[src/rtl/apb_global_pkg.sv]
// rtl/apb_global_pkg.sv - shared APB bus constants and slave FSM state type
// Holds the bus-wide default widths, the completer FSM encoding and the
// upper bound on configurable wait states.
package apb_global_pkg;

    localparam int ADDRESS_WIDTH   = 32;
    localparam int DATA_WIDTH      = 32;
    localparam int NO_OF_SLAVES    = 1;

    // Largest pready-low stretch a completer may be configured for.
    localparam int MAX_WAIT_CYCLES = 15;

    typedef enum logic [1:0] {
        IDLE,
        WAIT,
        READY
    } apb_slave_state_e;

endpackage

[src/rtl/apb_slave_mem_array.sv]
// rtl/apb_slave_mem_array.sv - byte-strobed word array with combinational read
// Ports:
//   clk, rst            clock, synchronous active-high clear of every word
//   we, widx            write enable and word index
//   wdata, wstrb        write data and per-byte lane enables
//   ridx, rdata         combinational read index and data (0 when out of range)
module apb_slave_mem_array #(
    parameter int DATA_WIDTH = 32,
    parameter int MEM_DEPTH  = 16,
    parameter int IDX_W      = 4
) (
    input  logic                    clk,
    input  logic                    rst,
    input  logic                    we,
    input  logic [IDX_W-1:0]        widx,
    input  logic [DATA_WIDTH-1:0]   wdata,
    input  logic [DATA_WIDTH/8-1:0] wstrb,
    input  logic [IDX_W-1:0]        ridx,
    output logic [DATA_WIDTH-1:0]   rdata
);

    localparam int STRB_W = DATA_WIDTH / 8;

    logic [DATA_WIDTH-1:0] mem [MEM_DEPTH];

    always_ff @(posedge clk) begin
        if (rst) begin
            for (int i = 0; i < MEM_DEPTH; i++) begin
                mem[i] <= '0;
            end
        end else if (we && (32'(widx) < 32'(MEM_DEPTH))) begin
            for (int b = 0; b < STRB_W; b++) begin
                if (wstrb[b]) begin
                    mem[widx][b*8 +: 8] <= wdata[b*8 +: 8];
                end
            end
        end
    end

    // Non-power-of-two depths leave unused index codes; those read as zero.
    always_comb begin
        rdata = '0;
        if (32'(ridx) < 32'(MEM_DEPTH)) begin
            rdata = mem[ridx];
        end
    end

endmodule

[src/rtl/apb_slave_mem.sv]
// rtl/apb_slave_mem.sv - APB4 register-backed memory completer with wait states
// Answers pselx[SLAVE_ID], stores data in an apb_slave_mem_array and stretches
// the access phase by WAIT_CYCLES. Out-of-range or misaligned accesses return
// pslverr. Optional macro APB_SLAVE_MEM_PROT_CHECK_EN makes word indices at or
// above PROT_BASE reject accesses with pprot[0]=0.
// Ports:
//   pclk, preset                 clock, synchronous active-high reset
//   pselx, penable, pwrite       APB control
//   paddr, pwdata, pstrb, pprot  APB address, write data, lanes, protection
//   pready, prdata, pslverr      registered APB response
module apb_slave_mem #(
    parameter int ADDRESS_WIDTH = apb_global_pkg::ADDRESS_WIDTH,
    parameter int DATA_WIDTH    = apb_global_pkg::DATA_WIDTH,
    parameter int NO_OF_SLAVES  = apb_global_pkg::NO_OF_SLAVES,
    parameter int SLAVE_ID      = 0,
    parameter int MEM_DEPTH     = 16,
    parameter int WAIT_CYCLES   = 0,
    parameter int PROT_BASE     = 8
) (
    input  logic                     pclk,
    input  logic                     preset,
    input  logic [NO_OF_SLAVES-1:0]  pselx,
    input  logic                     penable,
    input  logic                     pwrite,
    input  logic [ADDRESS_WIDTH-1:0] paddr,
    input  logic [DATA_WIDTH-1:0]    pwdata,
    input  logic [DATA_WIDTH/8-1:0]  pstrb,
    input  logic [2:0]               pprot,
    output logic                     pready,
    output logic [DATA_WIDTH-1:0]    prdata,
    output logic                     pslverr
);

    import apb_global_pkg::*;

    localparam int LSB   = $clog2(DATA_WIDTH / 8);
    localparam int IDX_W = (MEM_DEPTH > 1) ? $clog2(MEM_DEPTH) : 1;
    localparam int CNT_W = $clog2(MAX_WAIT_CYCLES + 1);
    localparam logic [ADDRESS_WIDTH-1:0] ALIGN_MASK = ADDRESS_WIDTH'((1 << LSB) - 1);

    apb_slave_state_e   state;
    logic [CNT_W-1:0]   cnt;
    logic [IDX_W-1:0]   idx_q;
    logic               write_q;
    logic               err_q;

    logic                     sel;
    logic [ADDRESS_WIDTH-1:0] word_idx;
    logic                     err_now;
    logic [IDX_W-1:0]         resp_idx;
    logic                     resp_err;
    logic                     resp_write;
    logic                     enter_ready;
    logic                     mem_we;
    logic [DATA_WIDTH-1:0]    rd_word;
    logic                     unused_bits;

    assign sel      = pselx[SLAVE_ID];
    assign word_idx = paddr >> LSB;

    always_comb begin
        err_now = (word_idx >= ADDRESS_WIDTH'(MEM_DEPTH)) || ((paddr & ALIGN_MASK) != '0);
`ifdef APB_SLAVE_MEM_PROT_CHECK_EN
        err_now = err_now || ((word_idx >= ADDRESS_WIDTH'(PROT_BASE)) && !pprot[0]);
`endif
    end

    // Other select bits belong to sibling completers; pprot is only partly
    // used even with the protection check.
    assign unused_bits = ^{pselx, pprot, 32'(PROT_BASE)};

    // A zero-wait transfer enters READY on the setup edge itself, so the
    // response must come from the live bus rather than the latched copy.
    assign resp_idx   = (state == IDLE) ? IDX_W'(word_idx) : idx_q;
    assign resp_err   = (state == IDLE) ? err_now : err_q;
    assign resp_write = (state == IDLE) ? pwrite : write_q;

    assign enter_ready = ((state == IDLE) && sel && !penable && (WAIT_CYCLES == 0)) ||
                         ((state == WAIT) && sel && (cnt == '0));

    // pwdata/pstrb are taken at the completion edge, address/error at setup.
    assign mem_we = (state == READY) && sel && penable && write_q && !err_q;

    apb_slave_mem_array #(
        .DATA_WIDTH (DATA_WIDTH),
        .MEM_DEPTH  (MEM_DEPTH),
        .IDX_W      (IDX_W)
    ) u_array (
        .clk   (pclk),
        .rst   (preset),
        .we    (mem_we),
        .widx  (idx_q),
        .wdata (pwdata),
        .wstrb (pstrb),
        .ridx  (resp_idx),
        .rdata (rd_word)
    );

    always_ff @(posedge pclk) begin
        if (preset) begin
            state   <= IDLE;
            cnt     <= '0;
            idx_q   <= '0;
            write_q <= 1'b0;
            err_q   <= 1'b0;
            pready  <= 1'b0;
            prdata  <= '0;
            pslverr <= 1'b0;
        end else begin
            case (state)
                IDLE: begin
                    if (sel && !penable) begin
                        idx_q   <= IDX_W'(word_idx);
                        write_q <= pwrite;
                        err_q   <= err_now;
                        if (WAIT_CYCLES == 0) begin
                            state <= READY;
                        end else begin
                            state <= WAIT;
                            cnt   <= CNT_W'(WAIT_CYCLES - 1);
                        end
                    end
                end
                WAIT: begin
                    if (!sel) begin
                        state   <= IDLE;
                        pready  <= 1'b0;
                        pslverr <= 1'b0;
                    end else if (cnt != '0) begin
                        cnt <= cnt - 1'b1;
                    end else begin
                        state <= READY;
                    end
                end
                READY: begin
                    // Completion and a dropped select both close the transfer;
                    // only completion may have written (via mem_we).
                    if (!sel || penable) begin
                        state   <= IDLE;
                        pready  <= 1'b0;
                        pslverr <= 1'b0;
                    end
                end
                default: begin
                    state <= IDLE;
                end
            endcase

            if (enter_ready) begin
                pready  <= 1'b1;
                pslverr <= resp_err;
                if (!resp_write) begin
                    prdata <= resp_err ? '0 : rd_word;
                end
            end
        end
    end

endmodule

[config.mk]
export PLATFORM = sky130hd
export DESIGN_NAME = apb_slave_mem
export DESIGN_NICKNAME = d
export VERILOG_FILES = /design/src/rtl/apb_global_pkg.sv /design/src/rtl/apb_slave_mem_array.sv /design/src/rtl/apb_slave_mem.sv
export SDC_FILE = /design/constraint.sdc
export NUM_CORES = 1
export LEC_CHECK = 0
export BUFFER_PORTS_ARGS = -buffer_cell sky130_fd_sc_hd__clkbuf_2
export CAP_MARGIN = 10
export CORE_MARGIN = 2
export CORE_UTILIZATION = 50
export CTS_BUF_LIST = sky130_fd_sc_hd__clkbuf_8
export CTS_CLUSTER_DIAMETER = 100
export DETAILED_ROUTE_END_ITERATION = 12
export GPL_TIMING_DRIVEN = 0
export PLACE_DENSITY_LB_ADDON = 0.08
export SYNTH_ARGS = -nofsm -noshare
export SYNTH_HDL_FRONTEND = slang
export SYNTH_SLANG_ARGS = --single-unit
[constraint.sdc]
create_clock -name pclk -period 3.74 [get_ports pclk]
set_clock_uncertainty 0.1 [all_clocks]
set_input_delay 0.748 -clock pclk [delete_from_list [all_inputs] [get_ports pclk]]
set_output_delay 0.748 -clock pclk [all_outputs]
set_load 0.02 [all_outputs]
* Word-level counts from Yosys, hierarchy flattened *
Memory sizes are Yosys's and may differ from the RTL's.
Cells that the tools add are included.

word-level totals
  register bits after elaboration = 46
  RAM bits = 512
  input bits = 76
  output and inout bits = 34
  word-level logic and storage cells = 80
  memories = 1

memories
  name         words  width  read ports  clocked after memory_dff  write ports  line                       text
  u_array.mem  16     32     1           0                         16           apb_slave_mem_array.sv:24  logic [DATA_WIDTH-1:0] mem [MEM_DEPTH];

cells by class
  add/subtract/negate cells = 1
  magnitude comparators = 1
  equality and inequality tests = 7
  mux-type cells = 35
  bitwise operators = 1
  reduce and logical (&&, ||, !) cells = 26

operators by type and width
  kind                                                                     count
  32-bit two-way mux                                                       2
  32-bit nonzero test                                                      1
  32-bit OR reduction                                                      1
  30-bit by 5-bit >= comparator with 1-bit output (second input constant)  1
  1-bit two-way mux                                                        24
  4-bit two-way mux                                                        3
  1-bit logical AND                                                        9
  3-bit AND reduction                                                      3
  2-bit two-way mux                                                        4
  3-bit != test (second input constant)                                    2
  2-bit case mux with 3 select lines                                       1
  4-bit zero test                                                          1
  2-bit by 1-bit != test with 1-bit output (second input constant)         2
  2-bit AND reduction                                                      2
  4-bit nonzero test                                                       1
  4-bit by 1-bit subtractor with 4-bit output (second input constant)      1
  1-bit zero test                                                          3
  1-bit logical OR                                                         3
  3-bit by 2-bit != test with 1-bit output (second input constant)         1
  3-bit nonzero test                                                       1
  2-bit by 1-bit == test with 1-bit output (second input constant)         1
  2-bit == test (second input constant)                                    1
  2-bit zero test                                                          1
  1-bit case mux with 2 select lines                                       1
  1-bit NOT                                                                1

* Longest topological paths before layout *
  word-level depth = 10
  gate-level depth with buffers = 9
  depth with buffers taken out = 5

* Cells and area by module *
Synthesis repeated with hierarchy kept, for this count alone.

second synthesis, totals
  cell total of the unflattened synthesis = 1,655
  area, all modules = 23,797.8 µm²

modules (own cells, without submodules)
  module               instances  cells an instance  area each (µm²)  sequential area each (µm²)
  apb_slave_mem_array  1          1,526              22,298.9         15,374.7
  apb_slave_mem        1          129                1,498.9          820.8

* Worst setup path before layout *
No wires, ideal clock.

  kind = input -> register
  from = in preset
  to = mem u_array.mem[11][10], enable pin
  setup time = 309 ps
  data arrival time = 1,909 ps
  data required time = 3,331 ps
  path slack = 1,422 ps
  stages = 6
  buffers on the path = 1
  cell sequence = nand4b_1 nor3_2 nand2_1 buf_2 nor2_2 or2_2

RTL lines
  item         line                       text
  from (decl)  apb_slave_mem.sv:21        input logic preset,
  to (decl)    apb_slave_mem_array.sv:24

* Worst setup path after layout *
  from = in paddr[6]
  to = reg prdata[14]

on the way
  longest elaborated chain between the ends = 4

ends and longest elaborated chain
  item                                             line                  text
  from (decl)                                      apb_slave_mem.sv:25   input logic [ADDRESS_WIDTH-1:0] paddr,
  30-bit by 5-bit >= comparator with 1-bit output  apb_slave_mem.sv:62   err_now = (word_idx >= ADDRESS_WIDTH'(MEM_DEPTH)) || ((paddr & ALIGN_MASK) != '0);
  1-bit logical OR                                 apb_slave_mem.sv:62
  1-bit two-way mux                                apb_slave_mem.sv:75   assign resp_err = (state == IDLE) ? err_now : err_q;
  32-bit two-way mux                               apb_slave_mem.sv:153  prdata <= resp_err ? '0 : rd_word;
  to (signal assigned)                             apb_slave_mem.sv:153
  to (decl)                                        apb_slave_mem.sv:30   output logic [DATA_WIDTH-1:0] prdata,

Every way passes these cells.
A chain may end at the register's enable or synchronous reset.

==> key figures <==
Finish
  – Layout area overhead: 12.3%
  – Share of cells above drive strength 1: 18.8%
  – Final Util: between 50% and 60%
  – Final std cells w/o fill: approximately 2,800
  – Commonest non-fill, non-tap cell in the layout: and2_1
  – Most frequent cells in the layout: and2_1 (513), edfxtp_1 (512), mux2i_1 (263)
  – Final Cell Area: 28,500 um^2
  – # diodes: 0
  – Final net count: approximately 2,200

Hold path
  – Min-delay worst type: in2reg
  – Worst Hold Launch: paddr[3]
  – Worst Hold Depth: 3

Global route
  – Gr usage total: 29.1%
  – Overflow after GRT: 0
  – Largest net degree at the start of global routing: 12
  – First-pass GRT wire length: 109,000 um
  – Initial antenna violation count: 1
  – Vias in the first global route: 16,162

Synthesis
  – Number of synthesized register bits: between 500 and 600
  – Synth Flop Type: edfxtp_1
  – Cell variety after synth: 43
  – Adder-Cell Fraction of Synth Area: 0.0492%
  – Async SR Flop Fraction: 0%
  – EDFF count, synth: 512
  – Mean post-synth cell area: 13.5 um^2
  – Post-Synth Simple-Gate Area: about 18%
  – Post-Synthesis Cells: 1,876
  – Syn Nets: 1,953
  – Seq/Total Area, Yosys: 63.7%
  – Multiplexer share of the synthesized area: 10.6%
  – Synth Cell Area: 25,400 um^2
  – Post-Synth XOR/XNOR Area: 0.0345%
  – Ys Warns: 0
  – Synth Area in Compound Gates: 5.39%
  – Largest family of logic cells by synthesized area: simple AND/OR/NAND/NOR gates

STA
  – Final WS setup: between 200 and 300 ps
  – Setup violators final: 0
  – Minimum clock period: 3470 ps
  – Final Hold Vio Count: 0
  – Rel. slew slack: 18.4%
  – Slew Viols, Final: 0
  – Fin crit share: between 90% and 100%
  – Final hold slack: 317 ps
  – Setup TNS Final: 0 ps
  – Highest Clock Rate: 288 MHz
  – Unrepaired setup endpoints after global routing: false
  – Worst-Margin Slew: about 1200 ps

Detailed routing
  – # DRC: 0
  – Final wirelength: 76,200 um
  – DRT iter0 DRCs: around 1,600
  – Vias: between 15,000 and 20,000
  – DR vias/cell: about 5.7
  – Routed wire per std cell: 27.0 um
  – DR pass1 iterations: 5
  – Final ANT Viol Nets: 0

CTS
  – Worst-Skew Late Latency: 690 ps
  – CTS Buffer Depth: 3
  – CTS tree: yes
  – Clock Sink Count: 553
  – Setup bufs post-CTS: 0
  – Hold-fix buffers, CTS: 0
  – PostCTS Resize Cnt: 0
  – Clock buffer count from CTS: 90
  – Clk root buf: clkbuf_8
  – Reg clk slew, reported paths: approximately 60 ps
  – H-tree Lvls: 3

Pwr
  – P_leak: 11.2 nW
  – Sequential Power Share: 47.4%
  – Sw Ratio: 28.7%
  – Combinational Power Share: 17.7%
  – Internal Pwr Total: ~11 mW
  – Total Power: 14.8 mW
  – Clock share of power: 34.9%
  – P_sw: 4.24 mW
  – Peak VDD IR: 0.283 mV
  – PwrDens: 518 nW/um^2

Worst setup path
  – Worst Path Required: 4260 ps
  – Critical Path Start: paddr[6]
  – Startpoint Class: input port
  – Reg2Reg Launch Point: state[1]$_SDFFE_PP0P_
  – Crit-path cells: clkbuf_2, nor4_1, nand4_1, nor4_2, buf_4, o41ai_2, nand2_1
  – Arr. time, crit path: 3990 ps
  – R2R depth: 8
  – Worst Setup End Kind: register
  – Crit path kind: in2reg
  – Worst path depth: 7
  – Critical path's top delay family: simple AND/OR/NAND/NOR gates
  – CP peak stage delay: 1000 ps
  – Max Fanout on Critical Path: 10
  – Crit-path slowest cell: nor4_2
  – WP buf/inv: 2

Die
  – Row cnt: 82
  – Die Ht: 229 um
  – Die X: 229 um
  – DIE AREA: 52,600 um^2
  – Initial Util: about half
  – Core area: 50,200 um^2
  – Top Ports: 110

Place
  – PortBufs: 106
  – GPL Wtd Cong: 0.870
  – DP Area: ~27,000 um^2
  – # placed instances: around 2,700
  – Hpwl dp: 52,500 um
  – Place WS: -572 ps

Run status
  – Status: completed

Flow run
  – Max-cap viol count: 0
## power by group through the flow
stage          combinational [mW]  sequential [mW]  clock, mW
2_1_floorplan                1.65             7.11          0
3_3_place_gp                 2.57             7.12          0
3_5_place_dp                 2.59             7.13          0
4_1_cts                      2.59             7.00       5.20
5_1_grt                      2.71             7.02       5.46
6_report                     2.61             7.00       5.16
## sequential cells by signal (all words and copies together) (netlist names)
register	cells
pready	1
state	1
pslverr	1
err_q	1
prdata	32
idx_q	4
write_q	1
u_array.mem	512
## layer usage
| layer | GRT usage, % | part of all wire [%] | vias up |
|---|---|---|---|
| met5 | 0 | 0 | - |
| met3 | 4.66 | 7.0 | 130 |
| li1 | - | - | 7224 |
| met2 | 47.2 | 47 | 609 |
| met1 | 39.9 | 43 | 8205 |
| met4 | 10.4 | 3.1 | 0 |
## synth_stat cells (all sizes together), types with 2 or more instances
cell,instances,share of area (%)
nand3,9,0.18
dfxtp,41,3.2
nor3,2,0.059
edfxtp,512,61
mux2,2,0.10
buf,41,1.3
or2,64,1.6
clkbuf,69,1.0
nor4,8,0.22
nand4,2,0.049
o22ai,124,3.1
nand2,77,1.1
mux2i,264,10
nor2b,5,0.12
and3b,3,0.10
and2,513,13
nor2,82,1.6
a21oi,2,0.039
o41ai,31,2.0
o21ai,8,0.16
nor3b,4,0.12
## tightest hold or removal path, cell delays in order
cell and delay (ps):
clkbuf_2 140, mux2i_1 80, nor2_1 70
## cells by family after synthesis
group / Yosys count
buffers and inverters: 111
AND/OR/NAND/NOR: 772
XOR/XNOR: 1
multiplexers: 267
AO/OA/AOI/OAI: 171
adder cells (fa/ha/maj): 1
flip-flops: 553
## final timing paths
check                                      to  slack, ps
max                   prdata[14]$_SDFFE_PP0P_        270
min                     idx_q[1]$_SDFFE_PP0P_        320
max reg2reg  u_array.mem[3][29]$_SDFFCE_PN0P_        300
min reg2reg            prdata[7]$_SDFFE_PP0P_        330
## layout make-up
type	count	area (um^2)
fill	4194	21600
sequential	553	16200
multi-input combinational	1212	8630
clock buffer	107	1470
tap	672	841
buffer	110	578
timing repair buffer	106	531
clock inverter	57	278
inverter	1	3.75
No activity file was read; power rests on OpenSTA's default activity.
